**config.mk**
```make
export PLATFORM = sky130hd
export DESIGN_NAME = lcd_spi_tx
export DESIGN_NICKNAME = d
export VERILOG_FILES = /design/src/rtl/lcd_spi_tx.sv
export SDC_FILE = /design/constraint.sdc
export NUM_CORES = 1
export LEC_CHECK = 0
export CELL_PAD_IN_SITES_DETAIL_PLACEMENT = 0
export CELL_PAD_IN_SITES_GLOBAL_PLACEMENT = 1
export CORE_MARGIN = 1
export CORE_UTILIZATION = 38
export CTS_BUF_LIST = sky130_fd_sc_hd__clkbuf_2 sky130_fd_sc_hd__clkbuf_4 sky130_fd_sc_hd__clkbuf_8
export CTS_CLUSTER_DIAMETER = 30
export DETAILED_ROUTE_END_ITERATION = 16
export GPL_ROUTABILITY_DRIVEN = 0
export PLACE_DENSITY = 0.75
export SYNTH_ARGS = -nofsm -noshare
export SYNTH_HDL_FRONTEND = slang
export SYNTH_SLANG_ARGS = --single-unit
```
**constraint.sdc**
```tcl
create_clock -name clk -period 1.4 [get_ports clk]
set_clock_uncertainty 0.1 [all_clocks]
set_input_delay 0.42 -clock clk [delete_from_list [all_inputs] [get_ports clk]]
set_output_delay 0.42 -clock clk [all_outputs]
set_load 0.02 [all_outputs]
```
**src/rtl/lcd_spi_tx.sv**
```systemverilog
// lcd_spi_tx: ST7789V3 4-wire SPI (mode 0) transmitter fed by a valid/ready byte stream.
// Define LCD_SPI_BURST_EN to chain back-to-back bytes inside one CS-low frame.
module lcd_spi_tx #(
    parameter int WORD_WIDTH = 8,
    parameter int CLK_DIV    = 2,
    parameter int CS_SETUP   = 1,
    parameter int CS_GAP     = 2
) (
    input  logic                  clk,
    input  logic                  rst,
    input  logic                  valid,
    output logic                  ready,
    input  logic [WORD_WIDTH-1:0] data,
    input  logic                  is_cmd,
    output logic                  spi_scl,
    output logic                  spi_sda,
    output logic                  spi_dc,
    output logic                  spi_cs,
    output logic                  busy
);

    localparam int BIT_W    = $clog2(WORD_WIDTH) + 1;
    localparam int DIV_W    = $clog2(CLK_DIV) + 1;
    localparam int WAIT_MAX = (CS_SETUP > CS_GAP) ? CS_SETUP : CS_GAP;
    localparam int WAIT_W   = $clog2(WAIT_MAX) + 1;

    localparam logic [DIV_W-1:0]  DIV_HALF   = DIV_W'(CLK_DIV);
    localparam logic [DIV_W-1:0]  DIV_LAST   = DIV_W'(2 * CLK_DIV - 1);
    localparam logic [BIT_W-1:0]  BIT_LAST   = BIT_W'(WORD_WIDTH - 1);
    localparam logic [WAIT_W-1:0] SETUP_LAST = WAIT_W'(CS_SETUP - 1);
    localparam logic [WAIT_W-1:0] GAP_LAST   = WAIT_W'(CS_GAP - 1);

    typedef enum logic [2:0] {
        S_IDLE  = 3'd0,
        S_SETUP = 3'd1,
        S_SHIFT = 3'd2,
        S_HOLD  = 3'd3,
        S_GAP   = 3'd4
    } state_t;

    state_t                r_state;
    logic [DIV_W-1:0]      r_div;
    logic [BIT_W-1:0]      r_bit;
    logic [WAIT_W-1:0]     r_wait;
    logic [WORD_WIDTH-1:0] r_shift;

    state_t                w_state_next;
    logic [DIV_W-1:0]      w_div_next;
    logic [BIT_W-1:0]      w_bit_next;
    logic [WAIT_W-1:0]     w_wait_next;
    logic [WORD_WIDTH-1:0] w_shift_next;
    logic                  w_dc_next;
    logic                  w_scl_next;
    logic                  w_sda_next;
    logic                  w_cs_next;
    logic                  w_accept;

    assign w_accept = valid & ready;
    assign busy     = (r_state != S_IDLE);

    // Handshake: ready depends only on state and reset.
    always_comb begin
        ready = 1'b0;
        if (rst) begin
            ready = 1'b0;
        end else if (r_state == S_IDLE) begin
            ready = 1'b1;
`ifdef LCD_SPI_BURST_EN
        end else if (r_state == S_HOLD) begin
            ready = 1'b1;
`endif
        end else begin
            ready = 1'b0;
        end
    end

    // Next-state, counters and pin values; pins are decoded from the current state and registered.
    always_comb begin
        w_state_next = r_state;
        w_div_next   = r_div;
        w_bit_next   = r_bit;
        w_wait_next  = r_wait;
        w_shift_next = r_shift;
        w_dc_next    = spi_dc;
        case (r_state)
            S_IDLE: begin
                if (w_accept) begin
                    w_shift_next = data;
                    w_dc_next    = ~is_cmd;
                    w_wait_next  = {WAIT_W{1'b0}};
                    w_state_next = S_SETUP;
                end else begin
                    w_state_next = S_IDLE;
                end
            end
            S_SETUP: begin
                if (r_wait == SETUP_LAST) begin
                    w_div_next   = {DIV_W{1'b0}};
                    w_bit_next   = {BIT_W{1'b0}};
                    w_state_next = S_SHIFT;
                end else begin
                    w_wait_next = r_wait + WAIT_W'(1);
                end
            end
            S_SHIFT: begin
                // End of the low-then-high bit period is the SCL falling edge.
                if (r_div == DIV_LAST) begin
                    w_div_next   = {DIV_W{1'b0}};
                    w_shift_next = r_shift << 1;
                    if (r_bit == BIT_LAST) begin
                        w_state_next = S_HOLD;
                    end else begin
                        w_bit_next = r_bit + BIT_W'(1);
                    end
                end else begin
                    w_div_next = r_div + DIV_W'(1);
                end
            end
            S_HOLD: begin
`ifdef LCD_SPI_BURST_EN
                if (w_accept) begin
                    w_shift_next = data;
                    w_dc_next    = ~is_cmd;
                    w_div_next   = {DIV_W{1'b0}};
                    w_bit_next   = {BIT_W{1'b0}};
                    w_state_next = S_SHIFT;
                end else begin
                    w_wait_next  = {WAIT_W{1'b0}};
                    w_state_next = S_GAP;
                end
`else
                w_wait_next  = {WAIT_W{1'b0}};
                w_state_next = S_GAP;
`endif
            end
            S_GAP: begin
                if (r_wait == GAP_LAST) begin
                    w_state_next = S_IDLE;
                end else begin
                    w_wait_next = r_wait + WAIT_W'(1);
                end
            end
            default: begin
                w_state_next = S_IDLE;
            end
        endcase

        w_scl_next = (r_state == S_SHIFT) && (r_div >= DIV_HALF);
        w_sda_next = ((r_state == S_SETUP) || (r_state == S_SHIFT)) ? r_shift[WORD_WIDTH-1] : 1'b0;
        w_cs_next  = !((r_state == S_SETUP) || (r_state == S_SHIFT) || (r_state == S_HOLD));
    end

    // State, counters and SPI pin registers.
    always_ff @(posedge clk) begin
        if (rst) begin
            r_state <= S_IDLE;
            r_div   <= {DIV_W{1'b0}};
            r_bit   <= {BIT_W{1'b0}};
            r_wait  <= {WAIT_W{1'b0}};
            r_shift <= {WORD_WIDTH{1'b0}};
            spi_scl <= 1'b0;
            spi_sda <= 1'b0;
            spi_dc  <= 1'b1;
            spi_cs  <= 1'b1;
        end else begin
            r_state <= w_state_next;
            r_div   <= w_div_next;
            r_bit   <= w_bit_next;
            r_wait  <= w_wait_next;
            r_shift <= w_shift_next;
            spi_scl <= w_scl_next;
            spi_sda <= w_sda_next;
            spi_dc  <= w_dc_next;
            spi_cs  <= w_cs_next;
        end
    end

endmodule

```
== Word level (Yosys, flattened, before mapping) ==
Cells that the tools add are included.
Storage, ports and cells
  register bits after elaboration: 23
  input port bits: 12
  output and inout bits: 6
  logic and storage cells: 70
Operators by class
  add/subtract/negate cells: 3
  $lt $le $gt $ge: 1
  equal/unequal tests: 15
  muxes and demuxes: 22
  bitwise gates (word level): 3
  reduce and logical (&&, ||, !) cells: 17
Operators by type and width (count)
  8-bit two-way mux: 2
  2-bit != test, second input constant: 8
  8-bit case mux with 2 select lines: 1
  3-bit case mux with 5 select lines: 1
  3-bit two-way mux: 4
  4-bit two-way mux: 3
  4-bit AND reduction: 3
  2-bit two-way mux: 5
  2-bit case mux with 4 select lines: 1
  4-bit case mux with 2 select lines: 1
  3-bit by 2-bit == test with 1-bit output, second input constant: 2
  2-bit by 1-bit adder with 2-bit output, second input constant: 2
  4-bit by 1-bit adder with 4-bit output, second input constant: 1
  4-bit by 3-bit == test with 1-bit output, second input constant: 1
  2-bit case mux with 2 select lines: 1
  2-bit AND reduction: 2
  2-bit nonzero test: 2
  4-bit nonzero test: 1
  3-bit by 1-bit == test with 1-bit output, second input constant: 1
  3-bit == test, second input constant: 1
  3-bit logical NOT: 1
  1-bit two-way mux: 3
  3-bit AND reduction: 1
  3-bit nonzero test: 1
  10 further kinds: 12

== Logic depth before layout (Yosys ltp) ==
  depth in word-level cells: 6
  mapped depth: 5
  depth with buffers taken out: 5

== Least setup slack after synthesis ==
OpenSTA, ideal clock, no wires.
  path kind: register to output
  start: register r_state[0]
  end: output ready
  arrival: 1.408 ns
  data required time: 0.880 ns
  path slack: -0.528 ns
  cell stages (with the launch flop): 5
  buffers on the path: 2
  cells stage by stage: dfxtp_1 buf_2 buf_2 or3_1 nor2_1
Between the ends
  longest elaborated chain between the ends: 3
RTL lines
  start: declaration: RTL line 41  | state_t r_state;
  start signal: assignment: RTL line 166  | r_state <= w_state_next;
  3-bit logical NOT: RTL line 66  | end else if (r_state == S_IDLE) begin
  1-bit two-way mux: RTL line 66
  1-bit two-way mux: RTL line 64  | if (rst) begin
  end: declaration: RTL line 12  | output logic ready,
Every way passes these cells.

== Worst setup path in the final report ==
  start: register r_state[2]
  end: output ready
Same word-level chain as after synthesis.

==> flow_summary.json <==
{
  "endpoint_kind": "output pin",
  "grt_use_met2_pct": 29.6,
  "endpoint": "ready",
  "busiest_layer": "met2",
  "worst_pin_slew_ps": 279,
  "crit_type": "register to output pin",
  "rows": 20,
  "num_io_pins": 18,
  "seq_area_frac_synth_pct": 38.2,
  "worst_setup_path_start_kind": "register",
  "final_cells": 223,
  "ys_ff_latch": 23,
  "synthToLayoutAreaGrowth_pct": 46.8,
  "regToRegSetupSlack_ps": -200,
  "die_x_microns": 58.3,
  "synthCells": 137,
  "crit_start": "r_state[2]",
  "hold_violations": 0,
  "status": "complete, but fails checks",
  "synth_edf_count": 0,
  "ant_nets": 0,
  "clkLatencyLatePin_ps": 310,
  "drc": 0,
  "netlist_area_sq_um": 1210,
  "layout_min_cycle_time_ps": 1770,
  "irDropWorstVdd_mv": 0.481,
  "worstReg2RegStart": "r_state[1]",
  "reg2reg_depth": 5,
  "cp_max_fo": 2,
  "required_ps": 880,
  "violations": "negative setup slack",
  "setup_viol": 19,
  "relSlewSlack_pct": 81.1,
  "grt_pass1_vias": 1083,
  "initial_core_util_pct": 39.8,
  "power_mw": 1.66,
  "setup_slack_ps": -367,
  "p_leak_nw": 0.697,
  "numPortBuffers": 17,
  "diodes": 0,
  "hpwl_mm": 1.94,
  "critPathArrivalTime_ps": 1250,
  "crit_path_max_incr_delay_ps": 390,
  "die_y_microns": 58.3,
  "wire_per_inst_microns": 12.8,
  "async_flop_share_pct": 0,
  "grt_max_degree": 17,
  "clockBufferDepth": 2,
  "core_sq_um": 3030,
  "cts_sinks": 23,
  "hp-class": "register to register",
  "yosysUniqueCellTypes": 38,
  "yosys-top-cells-area": "dfxtp_1 (38%), nand2_1 (7.8%), ha_1 (5.2%)",
  "vias_per_cell": 5.07,
  "grt_overflow": 0,
  "slew_viol_final": 0,
  "globalRouteMet3Util_pct": 2.20,
  "drt-pass1-iter-count": 4,
  "antenna_found_initial": 0,
  "yosysWarnings": 0,
  "hp-start": "r_shift[7]",
  "slowest_stage": "or3_4",
  "power_density_nw_per_um2": 936,
  "via_count": 1131,
  "max_freq_mhz": 566,
  "layout.nets": 197,
  "grtUsageMet1_pct": 23.6,
  "clk_root_buffer_cell": "clkbuf_4",
  "grtUsageTotal_pct": 17.8,
  "rsz0062_at_grt": "yes",
  "drv_cap": 0,
  "rr_endpoint": "r_shift[0]",
  "drive_above_1_share_pct": 36.9,
  "dpl.cell_count": 213,
  "holdWs_ps": 372,
  "avgSynthCellArea_sq_um": 8.80,
  "grt_pass1_wl_mm": 4.69,
  "synth_top_area_cell": "dfxtp_1",
  "synth_top_area_share_pct": 38.2,
  "post-route-period-util_pct": 126,
  "cts_buffers": 3,
  "drt_wl_total_mm": 2.85,
  "fp.dieArea_sq_um": 3400,
  "synth_nets": 154,
  "cts_tree": "built",
  "h-tree-depth": 1,
  "dr.first_iter.drc_count": 31,
  "postCtsHoldBufs": 0,
  "clk_pin_slew_ps": 130,
  "crit_chain": "or3_4 > nor2_4 > buf_6",
  "synth_ff_type": "dfxtp_1"
}
## flip-flops by register name, summed over array words and instances (netlist names)
signal and flops:
r_bit 4, spi_dc 1, spi_cs 1, r_state 3
spi_sda 1, r_shift 8, r_div 2, r_wait 2
spi_scl 1
## per-stage QoR
| stage | instance area (sq um) | setup slack [ps] | TNS, ps | util (%) |
|---|---|---|---|---|
| 2_1_floorplan | 1250 | -279 | -1120 | - |
| 3_3_place_gp | 1600 | -704 | -10360 | 52.9 |
| 3_5_place_dp | 1600 | -712 | -10790 | 52.9 |
| 4_1_cts | 1710 | -387 | -3120 | 56.5 |
| 5_1_grt | 1770 | -410 | -3910 | 58.5 |
| 6_report | 1770 | -367 | -2740 | 58.5 |
## per-layer routing
layer | vias to the layer above | share of wire [%]
li1 | 582 | -
met5 | - | 0
met1 | 530 | 49
met2 | 17 | 48
met3 | 2 | 2.5
met4 | 0 | 0.60
## critical path: cells and delay by family, from the launching register on
family | cells | cell delay, ps
buffers and inverters | 1 | 110
DFF | 1 | 340
and+or+nand+nor | 2 | 480
## power by group
| part | internal, mW | total (mW) | switching, mW |
|---|---|---|---|
| Combinational | 0.305 | 0.582 | 0.277 |
| Clock | 0.131 | 0.329 | 0.199 |
| Sequential | 0.713 | 0.746 | 0.0323 |
| Total | 1.15 | 1.66 | 0.508 |
## repair_timing
item / in CTS / in global routing
resized for setup: 46 / 7
cloned: 1 / 0
pin swaps: 6 / 4
setup endpoints to repair: 26 / 21
setup buffers: 3 / 2
## Yosys cell counts, types with 4 or more instances
library cell	instances
dfxtp_1	23
a31oi_1	9
nor2_1	5
ha_1	5
o21ai_0	5
nand3_1	4
nand2_1	25
a21oi_1	5
o31ai_1	8
buf_2	4
mux2i_1	4
inv_1	4
## worst min-delay path by stage
stage,end,slack (ps),cells past startpoint
finish,spi_sda,370,2
CTS,spi_sda,370,2
global placement,spi_sda,340,2
global route,spi_sda,400,2
detailed placement,spi_sda,350,2
floorplan,spi_sda,310,2
## cells by family after synthesis
logic type	after synthesis	synth area share (%)
adder cells (fa/ha/maj)	5	5.19
AND/OR/NAND/NOR	57	27.9
buffers and inverters	14	6.02
multiplexers	4	3.32
AO/OA/AOI/OAI	33	18.7
XOR/XNOR	1	0.726
flip-flops	23	38.2
## cells in the final DEF, fill, tap and decap left out, types with 2 or more instances in the layout
| master | synthesis | final |
|---|---|---|
| inv_1 | 4 | 4 |
| dfxtp_1 | 23 | 17 |
| nor4b_4 | 1 | 2 |
| ha_2 | 0 | 2 |
| nand4bb_4 | 0 | 2 |
| mux2i_1 | 4 | 4 |
| a21oi_1 | 5 | 4 |
| nor2_1 | 5 | 4 |
| clkdlybuf4s50_1 | 0 | 9 |
| buf_2 | 4 | 6 |
| dfxtp_2 | 0 | 6 |
| or3b_4 | 1 | 2 |
| buf_8 | 0 | 2 |
| or4_1 | 3 | 3 |
| clkbuf_4 | 0 | 4 |
| buf_6 | 2 | 4 |
| nand3_1 | 4 | 4 |
| nand4_1 | 2 | 2 |
| ha_4 | 0 | 2 |
| a31oi_1 | 9 | 9 |
| o31ai_1 | 8 | 8 |
| buf_4 | 0 | 23 |
| nand2b_1 | 3 | 2 |
| dlygate4sd2_1 | 0 | 2 |
| o21ai_0 | 5 | 3 |
| nand2_1 | 25 | 25 |
## layout make-up
type | count | area, sq um
Sequential cell | 23 | 468
Fill cell | 272 | 1260
Inverter | 5 | 18.8
Timing Repair Buffer | 47 | 405
Tap cell | 44 | 55.1
Multi-Input combinational cell | 100 | 793
Clock buffer | 4 | 30.0
Note: power is estimated with default switching activity, not from simulation.
